--- src/rtl/hb_int_mac.sv ---
`timescale 1ns/1ps
// hb_int_mac: parametrised 2x halfband interpolator, one shared multiplier.
//
// Response: [cK-1 0 ... c1 0 c0 1.0 c0 0 c1 ... 0 cK-1], K runtime-loadable
// coefficient pairs. Every accepted input sample produces two outputs:
// A = centre tap d[K] (unity path) and B = rounded, saturated sum of
// c[k]*(d[K-1-k]+d[K+k]) computed over K MAC cycles.
//
// Ports:
//   clk, rst         clock; asynchronous active-low reset
//   bypass           pass-through mode, sampled only while IDLE
//   in_tdata/tvalid/tready    input stream (valid/ready)
//   out_tdata/tvalid/tready   output stream (valid/ready)
//   coeff_we/addr/data        coefficient write port (taken only in IDLE)
//   sat_clr, sat_flag         sticky saturation flag, present only when the
//                             macro HB_INT_SAT_FLAG_EN is defined
module hb_int_mac #(
  parameter int WIDTH  = 18,
  parameter int CWIDTH = 18,
  parameter int K      = 4
) (
  input  logic              clk,
  input  logic              rst,
  input  logic              bypass,
  input  logic [WIDTH-1:0]  in_tdata,
  input  logic              in_tvalid,
  output logic              in_tready,
  output logic [WIDTH-1:0]  out_tdata,
  output logic              out_tvalid,
  input  logic              out_tready,
  input  logic              coeff_we,
  input  logic [2:0]        coeff_addr,
  input  logic [CWIDTH-1:0] coeff_data
`ifdef HB_INT_SAT_FLAG_EN
  ,
  input  logic              sat_clr,
  output logic              sat_flag
`endif
);

  localparam int AW   = WIDTH + CWIDTH + 4;
  localparam int NTAP = 2 * K;

  localparam logic signed [AW-1:0] ONE_A    = {{(AW-1){1'b0}}, 1'b1};
  localparam logic signed [AW-1:0] HALF_A   = ONE_A <<< (CWIDTH - 2);
  localparam logic signed [AW-1:0] SAT_HI_A = (ONE_A <<< (WIDTH - 1)) - ONE_A;
  localparam logic signed [AW-1:0] SAT_LO_A = -(ONE_A <<< (WIDTH - 1));

  typedef enum logic [2:0] {
    S_IDLE   = 3'd0,
    S_MAC    = 3'd1,
    S_ROUND  = 3'd2,
    S_EMIT_A = 3'd3,
    S_EMIT_B = 3'd4
  } state_t;

  // Clamp a rounded accumulator value to the signed output range.
  function automatic logic [WIDTH-1:0] sat_fn(input logic signed [AW-1:0] v);
    logic [WIDTH-1:0] r;
    if (v > SAT_HI_A) begin
      r = SAT_HI_A[WIDTH-1:0];
    end else if (v < SAT_LO_A) begin
      r = SAT_LO_A[WIDTH-1:0];
    end else begin
      r = v[WIDTH-1:0];
    end
    return r;
  endfunction

`ifdef HB_INT_SAT_FLAG_EN
  // True when the rounded value lies outside the output range.
  function automatic logic clip_fn(input logic signed [AW-1:0] v);
    return (v > SAT_HI_A) || (v < SAT_LO_A);
  endfunction
`endif

  state_t                    state_r;
  state_t                    state_nxt_s;
  logic [2:0]                k_r;
  logic signed [AW-1:0]      acc_r;
  logic signed [WIDTH-1:0]   d_r [NTAP];
  logic signed [CWIDTH-1:0]  c_r [K];
  logic [WIDTH-1:0]          b_r;
  logic [WIDTH-1:0]          out_tdata_r;
  logic [WIDTH-1:0]          out_tdata_nxt_s;
  logic                      out_tvalid_r;
  logic                      out_tvalid_nxt_s;
  logic                      run_r;

  logic                      accept_s;
  logic                      out_xfer_s;
  logic                      coeff_take_s;
  logic signed [WIDTH-1:0]   tap_lo_s;
  logic signed [WIDTH-1:0]   tap_hi_s;
  logic signed [CWIDTH-1:0]  coef_s;
  logic signed [WIDTH:0]     pair_s;
  logic signed [AW-1:0]      prod_s;
  logic signed [AW-1:0]      rnd_s;
  logic signed [AW-1:0]      shr_s;

  // run_r keeps in_tready low until the first clock edge after reset release.
  // The bypass formula also holds in normal IDLE, where out_tvalid is low,
  // so a pending bypass output is never overwritten when bypass drops.
  assign in_tready    = run_r && (state_r == S_IDLE) && (!out_tvalid_r || out_tready);
  assign accept_s     = in_tvalid && in_tready;
  assign out_xfer_s   = out_tvalid_r && out_tready;
  assign coeff_take_s = coeff_we && (state_r == S_IDLE);
  assign out_tdata    = out_tdata_r;
  assign out_tvalid   = out_tvalid_r;

  // Select the symmetric tap pair and coefficient for the current MAC step.
  always_comb begin
    tap_lo_s = '0;
    tap_hi_s = '0;
    coef_s   = '0;
    for (int i = 0; i < K; i++) begin
      tap_lo_s = (k_r == 3'(i)) ? d_r[K-1-i] : tap_lo_s;
      tap_hi_s = (k_r == 3'(i)) ? d_r[K+i]   : tap_hi_s;
      coef_s   = (k_r == 3'(i)) ? c_r[i]     : coef_s;
    end
  end

  // Full-precision pair sum and product, rounding (half toward +inf) of acc.
  assign pair_s = {tap_lo_s[WIDTH-1], tap_lo_s} + {tap_hi_s[WIDTH-1], tap_hi_s};
  assign prod_s = AW'(pair_s) * AW'(coef_s);
  assign rnd_s  = acc_r + HALF_A;
  assign shr_s  = rnd_s >>> (CWIDTH - 1);

  // Next-state and next-output decode.
  always_comb begin
    state_nxt_s      = state_r;
    out_tdata_nxt_s  = out_tdata_r;
    if (out_xfer_s) begin
      out_tvalid_nxt_s = 1'b0;
    end else begin
      out_tvalid_nxt_s = out_tvalid_r;
    end
    case (state_r)
      S_IDLE: begin
        if (accept_s) begin
          if (bypass) begin
            out_tvalid_nxt_s = 1'b1;
            out_tdata_nxt_s  = in_tdata;
          end else begin
            state_nxt_s = S_MAC;
          end
        end else begin
          state_nxt_s = S_IDLE;
        end
      end
      S_MAC: begin
        if (k_r == 3'(K - 1)) begin
          state_nxt_s = S_ROUND;
        end else begin
          state_nxt_s = S_MAC;
        end
      end
      S_ROUND: begin
        state_nxt_s      = S_EMIT_A;
        out_tvalid_nxt_s = 1'b1;
        out_tdata_nxt_s  = d_r[K];
      end
      S_EMIT_A: begin
        if (out_xfer_s) begin
          state_nxt_s      = S_EMIT_B;
          out_tvalid_nxt_s = 1'b1;
          out_tdata_nxt_s  = b_r;
        end else begin
          state_nxt_s = S_EMIT_A;
        end
      end
      S_EMIT_B: begin
        if (out_xfer_s) begin
          state_nxt_s = S_IDLE;
        end else begin
          state_nxt_s = S_EMIT_B;
        end
      end
      default: begin
        state_nxt_s      = S_IDLE;
        out_tvalid_nxt_s = 1'b0;
      end
    endcase
  end

  // State, output and handshake registers.
  always_ff @(posedge clk or negedge rst) begin
    if (!rst) begin
      state_r      <= S_IDLE;
      out_tdata_r  <= '0;
      out_tvalid_r <= 1'b0;
      run_r        <= 1'b0;
    end else begin
      state_r      <= state_nxt_s;
      out_tdata_r  <= out_tdata_nxt_s;
      out_tvalid_r <= out_tvalid_nxt_s;
      run_r        <= 1'b1;
    end
  end

  // MAC step counter and accumulator; B is latched in ROUND.
  always_ff @(posedge clk or negedge rst) begin
    if (!rst) begin
      k_r   <= 3'd0;
      acc_r <= '0;
      b_r   <= '0;
    end else begin
      if (state_r == S_IDLE) begin
        k_r <= 3'd0;
        if (accept_s) begin
          acc_r <= '0;
        end
      end else if (state_r == S_MAC) begin
        k_r   <= k_r + 3'd1;
        acc_r <= acc_r + prod_s;
      end else if (state_r == S_ROUND) begin
        b_r <= sat_fn(shr_s);
      end
    end
  end

  // Delay line shifts on every accepted input, bypass included.
  always_ff @(posedge clk or negedge rst) begin
    if (!rst) begin
      for (int i = 0; i < NTAP; i++) begin
        d_r[i] <= '0;
      end
    end else if (accept_s) begin
      d_r[0] <= in_tdata;
      for (int i = 1; i < NTAP; i++) begin
        d_r[i] <= d_r[i-1];
      end
    end
  end

  // Coefficient bank: writes outside IDLE or with an address >= K are dropped.
  always_ff @(posedge clk or negedge rst) begin
    if (!rst) begin
      for (int i = 0; i < K; i++) begin
        c_r[i] <= '0;
      end
    end else if (coeff_take_s) begin
      for (int i = 0; i < K; i++) begin
        if (coeff_addr == 3'(i)) begin
          c_r[i] <= coeff_data;
        end
      end
    end
  end

`ifdef HB_INT_SAT_FLAG_EN
  logic sat_flag_r;
  logic sat_set_s;

  assign sat_set_s = (state_r == S_ROUND) && clip_fn(shr_s);
  assign sat_flag  = sat_flag_r;

  // Sticky saturation flag; a set in the same cycle as a clear wins.
  always_ff @(posedge clk or negedge rst) begin
    if (!rst) begin
      sat_flag_r <= 1'b0;
    end else if (sat_set_s) begin
      sat_flag_r <= 1'b1;
    end else if (sat_clr) begin
      sat_flag_r <= 1'b0;
    end
  end
`endif

endmodule

--- config.mk ---
export PLATFORM = sky130hd
export DESIGN_NAME = hb_int_mac
export DESIGN_NICKNAME = d
export VERILOG_FILES = /design/src/rtl/hb_int_mac.sv
export SDC_FILE = /design/constraint.sdc
export NUM_CORES = 2
export LEC_CHECK = 0
export CORE_UTILIZATION = 55
export CTS_CLUSTER_SIZE = 16
export DETAILED_ROUTE_END_ITERATION = 12
export GPL_ROUTABILITY_DRIVEN = 1
export PLACE_DENSITY = 0.72
export SETUP_SLACK_MARGIN = 0.1
export SYNTH_ARGS = -nofsm -noshare
export SYNTH_HDL_FRONTEND = slang
export SYNTH_SLANG_ARGS = --single-unit
export TNS_END_PERCENT = 1
--- constraint.sdc ---
create_clock -name clk -period 10.34 [get_ports clk]
set_input_delay 1.034 -clock clk [delete_from_list [all_inputs] [get_ports clk]]
set_output_delay 1.034 -clock clk [all_outputs]
set_load 0.02 [all_outputs]
==> PnR_summary.wiki <==
{| class="wikitable"
! Metric !! Value
|-
| Result of the run || completed
|-
| Clk Tree Root Cell || clkbuf_16
|-
| Stage delay of the slowest cell on the critical path || 580 ps
|-
| Relative slew margins || about 15%
|-
| Highest ir drop seen on vdd || 0.115 mV
|-
| Count of buffers from port buffering || 64
|-
| Die height || 233 µm
|-
| Leakage Power || 0.0170 µW
|-
| Post-detailed-routing wire length || 87.3 mm
|-
| Number of synthesized register bits || 300
|-
| Start of the worst register-to-register path || k_r[1]$_DFFE_PN0P_
|-
| 1st-iter DRT viols || 2,121
|-
| Worst-case setup margin in the final layout || just under 400 ps
|-
| Total Nets Final || 3,975
|-
| Synth Net Count || approximately 3,800
|-
| Number of vias after detailed routing || about 24,000
|-
| Yosys warnings || 0
|-
| Routability-driven placement congestion ratio || about 1.0
|-
| Number of sinks driven by the clock tree || 300
|-
| Worst endpoint data arrival time || 10,360 ps
|-
| Number of CTS-inserted buffers || 35
|-
| Worst-path clk slew || 60 ps
|-
| Core Footprint || 0.0527 mm²
|-
| Hpwl dp || 66.6 mm
|-
| Clock period minus final worst setup slack || 9950 ps
|-
| Share of synthesized area occupied by flip-flops and latches || 25.5%
|-
| Via count of the first global-routing pass || 24,700
|-
| Detailed-routing iteration count for the pre-antenna-repair pass || 6
|-
| Initial antenna violation count || 3
|-
| Max Fanout on Critical Path || 34
|-
| Critical path required time || 10,750 ps
|-
| Routed vias/inst || around 5.8
|-
| Die boundary width || 233 µm
|-
| Largest clock skew in the final design || slightly above 40 ps
|-
| EDFF count, synth || 0
|-
| Power density over the cells || 75.1 mW/mm²
|-
| Avg Synthesized Cell Area || 9.04 µm²
|-
| Largest net degree at the start of global routing || ~120
|-
| Total Die Area || 0.0544 mm²
|-
| Max_cap viols || 0
|-
| Period Utilization, post-route || 96.2%
|-
| Global-route wire length before repair || 137 mm
|-
| Setup CP Type || flop to flop
|-
| CTS max path bufs || 3
|-
| Async set-or-reset flop fraction in the synthesized netlist || between 90% and 100%
|-
| GRT overflow || 0
|-
| H-tree depth reported by CTS || 2
|-
| Critical Path End Type || flop
|-
| Final design area excluding fillers || 0.0334 mm²
|-
| Final ANT Viol Nets || 0
|-
| Startpoint type of the worst setup path || flop
|-
| DR DRC count || 0
|-
| Effective utilization at floorplan || between 50% and 60%
|-
| Final routed wire length divided by cell count || approximately 21 µm
|-
| CTS Hold Bufs || 0
|-
| Clk_lat worst skew || 580 ps
|-
| End-of-flow core utilization || around 63%
|-
| Clock tree from TritonCTS || yes
|-
| Synthesized area || 0.0294 mm²
|-
| Total power of the final layout || 2510 µW
|-
| Standard-cell rows || 84
|-
| Cell variety after synth || 84
|-
| Layout Area Growth over Synthesis || 13.6%
|-
| Worst-case setup slack after placement || -177 ps
|-
| Achievable clock frequency || 101 MHz
|-
| Fin. Hold Viols || 0
|-
| Overall track demand over capacity in global routing || 33.2%
|-
| Commonest register cell after synthesis || dfrtp_1
|-
| Startpoint of the lowest-slack hold path || d_r[118]$_DFFE_PN0P_
|-
| Worst Setup SP || k_r[1]$_DFFE_PN0P_
|-
| Slowest library cell on the worst path || fa_1
|-
| Worst min-delay path class || flop to flop
|-
| Number of max-slew violations in the final report || 0
|-
| Worst-Margin Slew || 1260 ps
|-
| Share of layout cells above drive strength 1 || about an eighth
|-
| RSZ-0062 raised after global routing || true
|-
| Dpl cell area || ~0.032 mm²
|-
| Number of cells produced by synthesis || roughly 3,300
|-
| Most numerous cell on the critical path || fa_1
|-
| Final setup violating endpoints || 0
|-
| Number of top-level pins || 65
|}
[path summary, 6_finish.rpt]
kind	slack, ps	end	cells after the start
max	390	acc_r[33]$_DFFE_PN0P_	34
max in group asynchronous	7480	c_r[49]$_DFFE_PN0P_	3
min	460	d_r[100]$_DFFE_PN0P_	2
min reg2reg	460	d_r[100]$_DFFE_PN0P_	2
min in group asynchronous	550	d_r[75]$_DFFE_PN0P_	1
max reg2reg	390	acc_r[33]$_DFFE_PN0P_	34
[cell type report]
| class | count | area, µm² |
|---|---|---|
| inverter | 430 | 1610 |
| tap | 688 | 861 |
| clock buffer | 47 | 951 |
| multi-input combinational | 2352 | 20000 |
| antenna | 2 | 5.00 |
| sequential | 300 | 7510 |
| fill | 4367 | 19300 |
| timing repair buffer | 269 | 2290 |
| clock inverter | 12 | 195 |
[routing by layer]
metal	track usage (%)	vias to the layer above	share of wire, %
li1	-	10700	-
met1	43.0	11900	40
met2	54.1	974	48
met3	7.39	187	8.6
met4	13.2	2	4.0
met5	0	-	0.015
[registers in the layout, indices dropped and copies added (netlist names)]
register	cells
d_r	144
c_r	72
acc_r	40
b_r	18
out_tdata	18
k_r	3
state_r	3
out_tvalid	1
run_r	1
[cell families (layout without fill, tap and decap cells)]
group / after synthesis / after routing / share of synthesized area [%]
other cells: 1 / 3 / 0.0128
buf+inv: 600 / 758 / 7.78
compound gates: 464 / 464 / 10.6
flops: 300 / 300 / 25.5
simple gates: 1148 / 1148 / 16.3
xor+xnor: 84 / 84 / 2.50
fa+ha+maj: 542 / 542 / 33.1
mux: 113 / 113 / 4.23
[Yosys cell counts (28+ instances only)]
library cell	n	share of area (%)
nor2_1	204	2.6
clkbuf_1	145	1.9
inv_1	429	5.5
xnor2_1	64	1.9
a31oi_1	35	0.74
and2_1	28	0.60
fa_1	392	27
a221o_1	41	1.4
nor3_1	57	0.97
nand3_1	58	0.99
ha_1	150	6.4
a21o_1	32	0.82
dfrtp_1	300	26
a21oi_1	79	1.3
o21ai_0	154	2.6
nand2_1	723	9.2
mux2_2	90	3.4
[worst max-delay path: cells and delay by family (launching register included)]
family / cells / cell delay (ps)
XOR/XNOR: 1 / 180
AO/OA/AOI/OAI: 14 / 2920
flip-flops: 1 / 400
buffers and inverters: 7 / 1110
AND/OR/NAND/NOR: 2 / 790
adder cells (fa/ha/maj): 10 / 4380
[layout by cell type, fill, tap and decap left out, types with 11 or more instances in the layout]
cell | netlist | layout
nand2b_1 | 11 | 11
o31ai_1 | 13 | 12
a221oi_1 | 15 | 15
clkdlybuf4s50_1 | 0 | 63
dfrtp_1 | 300 | 299
xor2_1 | 20 | 19
fa_1 | 392 | 386
mux2_2 | 90 | 90
inv_1 | 429 | 428
a31oi_1 | 35 | 34
a21oi_1 | 79 | 69
nand3_1 | 58 | 57
a221o_1 | 41 | 41
o21ai_1 | 1 | 13
nor2_1 | 204 | 197
nor3_1 | 57 | 57
a311oi_1 | 15 | 14
xnor2_1 | 64 | 61
buf_4 | 2 | 192
mux2i_1 | 23 | 22
and2_1 | 28 | 27
a21o_1 | 32 | 31
clkbuf_16 | 0 | 36
o21ai_0 | 154 | 141
nand2_1 | 723 | 719
ha_1 | 150 | 140
a21oi_2 | 5 | 13
a311o_1 | 11 | 11
[stage by stage]
step / instances / TNS (ps) / hold WS [ps]
global placement: 4011 / 0 / 458
detailed placement: 4011 / -234 / 463
floorplan: 3252 / 0 / 446
global route: 4099 / 0 / 482
CTS: 4073 / 0 / 463
finish: 4100 / 0 / 461
[where the power goes]
group	switching [µW]	internal [µW]	total, µW
combinational	31.0	16.2	47.3
sequential	0.0479	1170	1170
clock	536	751	1290
[timing repair]
action                                  4_1_cts  5_1_grt
endpoints found under the setup margin        8       20
gates cloned                                  0        1
buffers inserted                              3       24
endpoints found under the hold margin         0        0
resized for setup                             8       73
pin swaps                                     0       33
No activity file was read; power rests on OpenSTA's default activity.
